### src/rtl/conv_encoder_framer.sv
// conv_encoder_framer
// Rate-1/2, K=4 (8-state) convolutional encoder with frame and tail control.
// Each frame is FRAME_LEN data bits followed by 3 zero tail bits, so the
// trellis starts and ends every frame in state 000.
//
// Ports:
//   clk        system clock
//   rst        synchronous reset, active-low
//   in_valid   in_bit is valid
//   in_ready   encoder accepts in_bit this cycle
//   in_bit     data bit
//   out_valid  d_out holds a symbol
//   out_ready  downstream accepts d_out this cycle
//   d_out      encoded symbol {G1 parity, G0 parity}
//   out_sof    symbol is the first of its frame
//   out_eof    symbol is the last tail symbol of its frame
//   busy       frame in progress (DATA or TAIL)
//
// state | meaning
// IDLE  | waiting for the first bit of a frame
// DATA  | accepting data bits 2..FRAME_LEN
// TAIL  | flushing 3 zero bits, no input accepted
module conv_encoder_framer #(
  parameter int unsigned FRAME_LEN = 1024,
  parameter logic [3:0]  G0        = 4'b1111,
  parameter logic [3:0]  G1        = 4'b1101
) (
  input  logic       clk,
  input  logic       rst,
  input  logic       in_valid,
  output logic       in_ready,
  input  logic       in_bit,
  output logic       out_valid,
  input  logic       out_ready,
  output logic [1:0] d_out,
  output logic       out_sof,
  output logic       out_eof,
  output logic       busy
);

  localparam int CW = $clog2(FRAME_LEN + 1);
  localparam logic [CW-1:0] LAST_CNT = CW'(FRAME_LEN - 1);

  typedef enum logic [1:0] {IDLE, DATA, TAIL} state_t;

  state_t          state;
  logic [2:0]      s;
  logic [CW-1:0]   bit_cnt;
  logic [1:0]      tail_cnt;

  logic            slot_free;
  logic            b;
  logic [3:0]      r;
  logic [1:0]      sym;
  logic            step;

  assign slot_free = !out_valid || out_ready;
  assign in_ready  = slot_free && (state != TAIL);
  assign b         = (state == TAIL) ? 1'b0 : in_bit;
  assign r         = {b, s};
  assign sym       = {^(r & G1), ^(r & G0)};
  // TAIL advances on its own whenever the output slot can take a symbol.
  assign step      = (state == TAIL) ? slot_free : (in_valid && in_ready);
  assign busy      = (state != IDLE);

  always_ff @(posedge clk) begin
    if (!rst) begin
      state     <= IDLE;
      s         <= 3'b000;
      bit_cnt   <= '0;
      tail_cnt  <= 2'd0;
      out_valid <= 1'b0;
      d_out     <= 2'b00;
      out_sof   <= 1'b0;
      out_eof   <= 1'b0;
    end else if (step) begin
      out_valid <= 1'b1;
      d_out     <= sym;
      s         <= {b, s[2:1]};
      out_sof   <= 1'b0;
      out_eof   <= 1'b0;
      case (state)
        IDLE: begin
          out_sof  <= 1'b1;
          bit_cnt  <= CW'(1);
          tail_cnt <= 2'd0;
          if (FRAME_LEN == 1) state <= TAIL;
          else                state <= DATA;
        end
        DATA: begin
          bit_cnt <= bit_cnt + CW'(1);
          if (bit_cnt == LAST_CNT) begin
            state    <= TAIL;
            tail_cnt <= 2'd0;
          end
        end
        TAIL: begin
          tail_cnt <= tail_cnt + 2'd1;
          if (tail_cnt == 2'd2) begin
            out_eof <= 1'b1;
            bit_cnt <= '0;
            state   <= IDLE;
          end
        end
        default: state <= IDLE;
      endcase
    end else if (out_ready) begin
      out_valid <= 1'b0;
    end
  end

endmodule

### config.mk
export PLATFORM = sky130hd
export DESIGN_NAME = conv_encoder_framer
export DESIGN_NICKNAME = d
export VERILOG_FILES = /design/src/rtl/conv_encoder_framer.sv
export SDC_FILE = /design/constraint.sdc
export NUM_CORES = 1
export LEC_CHECK = 0
export CORE_MARGIN = 5
export CORE_UTILIZATION = 29
export DETAILED_ROUTE_END_ITERATION = 10
export SLEW_MARGIN = 20
export SYNTH_ARGS = -nofsm -noshare
export SYNTH_HDL_FRONTEND = slang
export SYNTH_SLANG_ARGS = --single-unit
### constraint.sdc
create_clock -name clk -period 2.3 [get_ports clk]
set_input_delay 0.345 -clock clk [delete_from_list [all_inputs] [get_ports clk]]
set_output_delay 0.345 -clock clk [all_outputs]
set_load 0.005 [all_outputs]
==> flow_metrics.py, run 1 <==
metrics = {
    "outcome": {
        "run_status": "finished, final reports clean",
    },
    "floorplanning": {
        "start_util_pct": 30.0,
        "die_h_um": 74.4,
        "die_area_um2": 5530,
        "rows": 23,
        "core_um2": 4000,
        "io_pins": 12,
        "fp.dieW_um": 74.4,
    },
    "min_path": {
        "min_path_type": "flop to flop",
        "holdPathStages": 2,
    },
    "logic_synthesis": {
        "yosysUniqueCellTypes": 36,
        "ys_ff_latch": 23,
        "synth_seq_area_share_pct": 38.3,
        "ys.warnings.count": 0,
        "syn_inst": 148,
        "netlist_area_um2": 1200,
        "syn_nets": 160,
        "syn_avg_cell_area_um2": 8.12,
    },
    "setup_path": {
        "crit_fanout": 10,
        "critical_path.top_delay_family": "buffers and inverters",
        "slowest_stage": "clkdlybuf4s50_1",
        "crit_arrival_ps": 1780,
        "critPathKind": "flop to output pin",
        "slowest_delay_ps": 510,
        "cp.buffers_inverters": 3,
        "cp.required_ps": 1960,
        "cp_num_cells": 5,
        "end_kind": "output pin",
        "crit_chain": "inv_1 -> ha_1 -> buf_4 -> nor2_1 -> clkdlybuf4s50_1",
        "cp-start-kind": "flop",
        "worstRegToRegCells": 6,
    },
    "routing": {
        "dr.pass1.iters": 4,
        "num_vias": 1086,
        "drc_errors": 0,
        "ant_nets": 0,
        "drt_iter0_drc": 42,
        "avgRoutedWirePerCell_um": 12.2,
        "routed_wl_um": 2620,
        "via_per_inst": 5.07,
    },
    "clock_network": {
        "ctsLongestPathBuffers": 2,
        "cts_made_buffers": 3,
        "cts_resized": 0,
        "root_buffer": "clkbuf_8",
        "tritoncts": "built",
        "cts_sinks": 23,
        "clkLatencyLatePin_ps": 260,
        "h-tree-depth": 1,
        "hold_buffers": 0,
        "postCtsSetupBuffers": 0,
        "clkTransAtPathRegs_ps": 80,
    },
    "global_routing": {
        "grt_max_degree": 15,
        "grt_usage_pct": 10.3,
        "grt_pass1_wl_um": 4450,
        "grt_pass1_vias": 995,
        "antenna_found_initial": 0,
        "overflow": 0,
    },
    "sta": {
        "rsz0062_at_grt": "false",
        "hold_viol_final": 0,
        "finalSetupTns_ps": 0,
        "clock_skew_ps": 3.55,
        "finalMaxSlewViolations": 0,
        "fmax_ghz": 0.471,
        "tightest_slew_ps": 572,
        "period_needed_ps": 2120,
        "finalCritPeriodShare_pct": 92.3,
        "worst_slack_ps": 176,
        "setup_viol": 0,
        "max-slew-margin-rel_pct": 61.8,
    },
    "placement": {
        "io_buffers": 11,
        "pre_cts_slack_ps": 77.0,
        "routabilityCongestion": 0.808,
        "hpwl_um": 1920,
    },
    "final_layout": {
        "drive_above_1_share_pct": 7.93,
        "nets": 177,
        "diodes": 0,
        "synthToLayoutAreaGrowth_pct": 19.7,
    },
    "run": {
        "cap_violations": 0,
    },
    "power": {
        "cellPowerDensity_nw_per_um2": 572,
        "max-vdd-ir-drop_mv": 0.277,
        "p_leak_nw": 0.489,
    },
}
## worst register-to-register path, stage by stage (launching register included)
cell	delay [ps]
dfxtp_1	410
inv_1	80
ha_1	230
mux2i_1	210
or4_4	560
or4_1	420
a21oi_1	140
## path summary, 6_finish.rpt
| check | startpoint | end | slack [ps] |
|---|---|---|---|
| setup / recovery | state[0] | in_ready | 180 |
| hold / removal | d_out[1] | d_out[1] | 450 |
| setup reg to reg | state[0] | bit_cnt[7] | 180 |
| hold reg to reg | d_out[1] | d_out[1] | 450 |
## Yosys cell counts
library cell	number	share of area [%]
a21o_1	1	0.63
a21oi_1	19	7.9
a32oi_1	1	0.73
a41oi_1	1	0.73
and2_1	1	0.52
and3_1	1	0.52
buf_1	1	0.31
buf_2	1	0.42
buf_6	1	0.94
clkbuf_1	2	0.63
dfxtp_1	23	38
ha_1	7	7.3
inv_1	9	2.8
mux2i_1	1	0.83
nand2_1	16	5.0
nand2b_1	2	1.0
nand3_1	7	2.9
nand4_1	3	1.6
nand4b_1	2	1.5
nor2_1	8	2.5
nor2b_1	2	1.0
nor3_1	5	2.1
nor3b_1	1	0.63
nor4_1	1	0.52
o21ai_0	10	4.2
o21ai_1	2	0.83
o221a_2	1	0.94
o31a_1	1	0.73
o31ai_1	3	1.9
o41a_1	1	0.94
o41ai_1	1	0.73
or2_2	1	0.52
or3_1	4	2.1
or4_1	2	1.2
or4_4	1	0.94
xnor2_1	5	3.6
## sequential cells by signal, summed over array words and instances, names as in the netlist
register,cells
out_sof,1
d_out,2
tail_cnt,2
s,3
out_valid,1
bit_cnt,11
out_eof,1
state,2
## final cells by class
class	instances	area, um2
clock buffer	3	41.3
tap	50	62.6
clock inverter	1	5.00
timing repair buffer	17	155
fill	425	2560
inverter	9	33.8
sequential	23	460
multi-input combinational	111	679
## stage by stage
step	area, um2	util [%]	total power, mW	instances	hold WS [ps]
final	1440	35.9	0.822	214	454
after global routing	1440	35.9	0.878	214	477
after CTS	1440	35.9	0.833	214	458
after detailed placement	1390	34.8	0.579	210	446
after global placement	1390	34.8	0.580	210	446
after floorplan	1200	-	0.516	148	448
## routing by layer
| metal | global-route usage, % | part of all wire (%) | up-vias |
|---|---|---|---|
| met5 | 0 | 0 | - |
| met4 | 3.56 | 1.0 | 0 |
| met3 | 2.43 | 4.1 | 4 |
| met2 | 16.9 | 45 | 19 |
| met1 | 13.3 | 49 | 504 |
| li1 | - | - | 559 |
## where the power goes
| group | internal, mW | switching (mW) |
|---|---|---|
| Clock | 0.121 | 0.132 |
| Sequential | 0.413 | 0.0122 |
| Combinational | 0.0698 | 0.0745 |
| Total | 0.603 | 0.218 |
## layout by cell type (no fill, tap or decap)
cell type | synthesis | layout
clkinv_2 | 0 | 1
and2_1 | 1 | 1
mux2i_1 | 1 | 1
o221a_2 | 1 | 1
o31a_1 | 1 | 1
nand4b_1 | 2 | 2
o21ai_0 | 10 | 10
nor3b_1 | 1 | 1
a21o_1 | 1 | 1
or3_1 | 4 | 4
clkbuf_8 | 0 | 3
nand4_1 | 3 | 3
and3_1 | 1 | 1
buf_4 | 0 | 6
nor4_1 | 1 | 1
o21ai_1 | 2 | 2
or2_2 | 1 | 1
a32oi_1 | 1 | 1
nor2b_1 | 2 | 2
clkdlybuf4s50_1 | 0 | 11
o31ai_1 | 3 | 3
or4_4 | 1 | 1
a41oi_1 | 1 | 1
or4_1 | 2 | 2
nand2_1 | 16 | 16
a21oi_1 | 19 | 19
ha_1 | 7 | 7
o41a_1 | 1 | 1
dfxtp_1 | 23 | 23
inv_1 | 9 | 9
xnor2_1 | 5 | 5
nor2_1 | 8 | 8
o41ai_1 | 1 | 1
nor3_1 | 5 | 5
nand2b_1 | 2 | 2
nand3_1 | 7 | 7
## cell families (layout without fill, tap and decap cells)
logic type | count (synthesis) | count (layout) | synth area share (%)
xor+xnor | 5 | 5 | 3.65
compound gates | 41 | 41 | 20.2
mux | 1 | 1 | 0.833
flops | 23 | 23 | 38.3
fa+ha+maj | 7 | 7 | 7.29
buf+inv | 14 | 30 | 5.10
simple gates | 57 | 57 | 24.6
No activity file was read; power rests on OpenSTA's default activity.
==> run 2, diff against run 1 <==
--- a/config.mk
+++ b/config.mk
@@ -8,6 +8,8 @@
 export CORE_MARGIN = 5
 export CORE_UTILIZATION = 29
 export DETAILED_ROUTE_END_ITERATION = 10
+export GPL_ROUTABILITY_DRIVEN = 1
+export MAX_ROUTING_LAYER = met4
 export SLEW_MARGIN = 20
 export SYNTH_ARGS = -nofsm -noshare
 export SYNTH_HDL_FRONTEND = slang
==> constraint.sdc (replaced) <==
create_clock -name clk -period 2.6 [get_ports clk]
set_input_delay 0.39 -clock clk [delete_from_list [all_inputs] [get_ports clk]]
set_output_delay 0.39 -clock clk [all_outputs]
set_load 0.005 [all_outputs]
==> run 2 against run 1 <==
  * Via count shrank 2.0%
  * Largest power group unchanged
  * First-iteration DRC count is 31% higher
  * Combinational power fell by 15%
  * Non-clock buffer count shrank 2
  * Global-route usage is 0.32 points higher
  * Design area fell by 1.0%
  * Utilization shrank 0.38 points
  * Largest cell class unchanged
  * Sequential share of layout area up 0.34 points
  * Clock power decreased by 7.9%
  * Critical path depth is the same
  * Clock skew fell by 2.0 ps
==> flow_metrics.py, run 2 (synthesized netlist as in run 1, its figures left out) <==
metrics = {
    "outcome": {
        "run_status": "finished, final reports clean",
    },
    "floorplanning": {
        "rows": 23,
        "core_um2": 4000,
        "die_h_um": 74.4,
        "fp.dieW_um": 74.4,
        "die_area_um2": 5530,
        "start_util_pct": 30.0,
        "io_pins": 12,
    },
    "global_routing": {
        "grt_pass1_vias": 1031,
        "grt_usage_pct": 10.6,
        "grt_pass1_wl_um": 4560,
        "antenna_found_initial": 0,
        "grt_max_degree": 15,
        "overflow": 0,
    },
    "final_layout": {
        "synthToLayoutAreaGrowth_pct": 18.4,
        "final_cell_mix": "dfxtp_1, a21oi_1, nand2_1",
        "largest_register_ffs": 11,
        "final_util_pct": 35.6,
        "reg_top3": "bit_cnt (11), s (3)",
        "final_common_cell": "dfxtp_1",
        "final_area_um2": 1420,
        "nets": 175,
        "largest_register": "bit_cnt",
        "drive_above_1_share_pct": 6.79,
        "instances_no_fill": 212,
        "diodes": 0,
    },
    "setup_path": {
        "reg2reg_slack_ps": 470,
        "regToRegStartpoint": "state[0]",
        "critPathKind": "flop to output pin",
        "crit_chain": "inv_1 -> ha_1 -> buf_4 -> nor2_1 -> clkdlybuf4s50_1",
        "critical_path.top_delay_family": "buffers and inverters",
        "slowest_delay_ps": 510,
        "cp.required_ps": 2210,
        "slowest_stage": "clkdlybuf4s50_1",
        "rr_endpoint": "bit_cnt[8]",
        "cp-endpoint": "in_ready",
        "cp.buffers_inverters": 3,
        "cp-start-kind": "flop",
        "cp_num_cells": 5,
        "critPathLaunch": "state[0]",
        "crit_arrival_ps": 1780,
        "crit_fanout": 10,
        "end_kind": "output pin",
        "worstRegToRegCells": 6,
    },
    "sta": {
        "period_needed_ps": 2170,
        "clock_skew_ps": 1.57,
        "rsz0062_at_grt": "false",
        "max-slew-margin-rel_pct": 65.1,
        "finalMaxSlewViolations": 0,
        "whs_ps": 456,
        "hold_viol_final": 0,
        "finalCritPeriodShare_pct": 83.5,
        "tightest_slew_ps": 509,
        "setup_viol": 0,
        "fmax_ghz": 0.460,
        "finalSetupTns_ps": 0,
    },
    "routing": {
        "via_per_inst": 5.02,
        "avgRoutedWirePerCell_um": 12.3,
        "drt_iter0_drc": 55,
        "drc_errors": 0,
        "dr.pass1.iters": 4,
        "ant_nets": 0,
        "num_vias": 1064,
        "routed_wl_um": 2600,
    },
    "min_path": {
        "min_path_type": "flop to flop",
    },
    "placement": {
        "hpwl_um": 1980,
        "dpl-instance-area_um2": 1380,
        "placed_cells_incl_taps": 208,
        "routabilityCongestion": 0.834,
        "io_buffers": 11,
    },
    "power": {
        "max-vdd-ir-drop_mv": 0.257,
        "p_leak_nw": 0.479,
        "cellPowerDensity_nw_per_um2": 513,
    },
    "run": {
        "cap_violations": 0,
    },
    "clock_network": {
        "cts_made_buffers": 3,
        "root_buffer": "clkbuf_8",
        "h-tree-depth": 1,
        "cts_resized": 0,
        "hold_buffers": 0,
        "postCtsSetupBuffers": 0,
        "tritoncts": "built",
        "clkLatencyLatePin_ps": 270,
        "clkTransAtPathRegs_ps": 90,
        "ctsLongestPathBuffers": 2,
        "cts_sinks": 23,
    },
}
[run 2: cell types whose count changed in the layout (fill, tap and decap cells not counted), sizes merged]
cell  delta
buf      -2
[run 2: worst min-delay path, cell delays in order, from the launching register on]
cell and delay, ps:
dfxtp_1 320, nand2_1 50, a21oi_1 50
[run 2: how the worst min path moves through the flow]
| stage | startpoint | to | slack, ps | depth (start not counted) |
|---|---|---|---|---|
| finish | d_out[1] | d_out[1] | 460 | 2 |
| global route | d_out[1] | d_out[1] | 480 | 2 |
| CTS | d_out[1] | d_out[1] | 460 | 2 |
| detailed placement | d_out[1] | d_out[1] | 450 | 2 |
| global placement | d_out[1] | d_out[1] | 440 | 2 |
| floorplan | tail_cnt[1] | tail_cnt[1] | 450 | 2 |
[run 2: final cells by class]
| cell class | instances | area, um2 |
|---|---|---|
| fillers | 419 | 2580 |
| clock inverters | 1 | 5.00 |
| inverters | 9 | 33.8 |
| well taps | 50 | 62.6 |
| repair buffers | 15 | 140 |
| flip-flops and latches | 23 | 460 |
| multi-input cells | 111 | 679 |
| clock buffers | 3 | 41.3 |
[run 2: metal layers]
metal  wire length (um)  track usage, %
met2               1270            18.1
met1               1250            13.3
met5                  0               -
met4                 16            1.78
met3                 75            2.03
[run 2: metrics by stage]
step / total power, mW / setup slack, ps
floorplan: 0.457 / 650
global placement: 0.508 / 328
detailed placement: 0.509 / 292
CTS: 0.736 / 404
global route: 0.771 / 290
finish: 0.730 / 428
[run 2: where the power goes]
part / switching, mW / leakage [nW] / internal [mW]
registers: 0.0104 / 0.187 / 0.365
logic: 0.0644 / 0.267 / 0.0588
clock network: 0.124 / 0.0255 / 0.107
total: 0.199 / 0.479 / 0.531
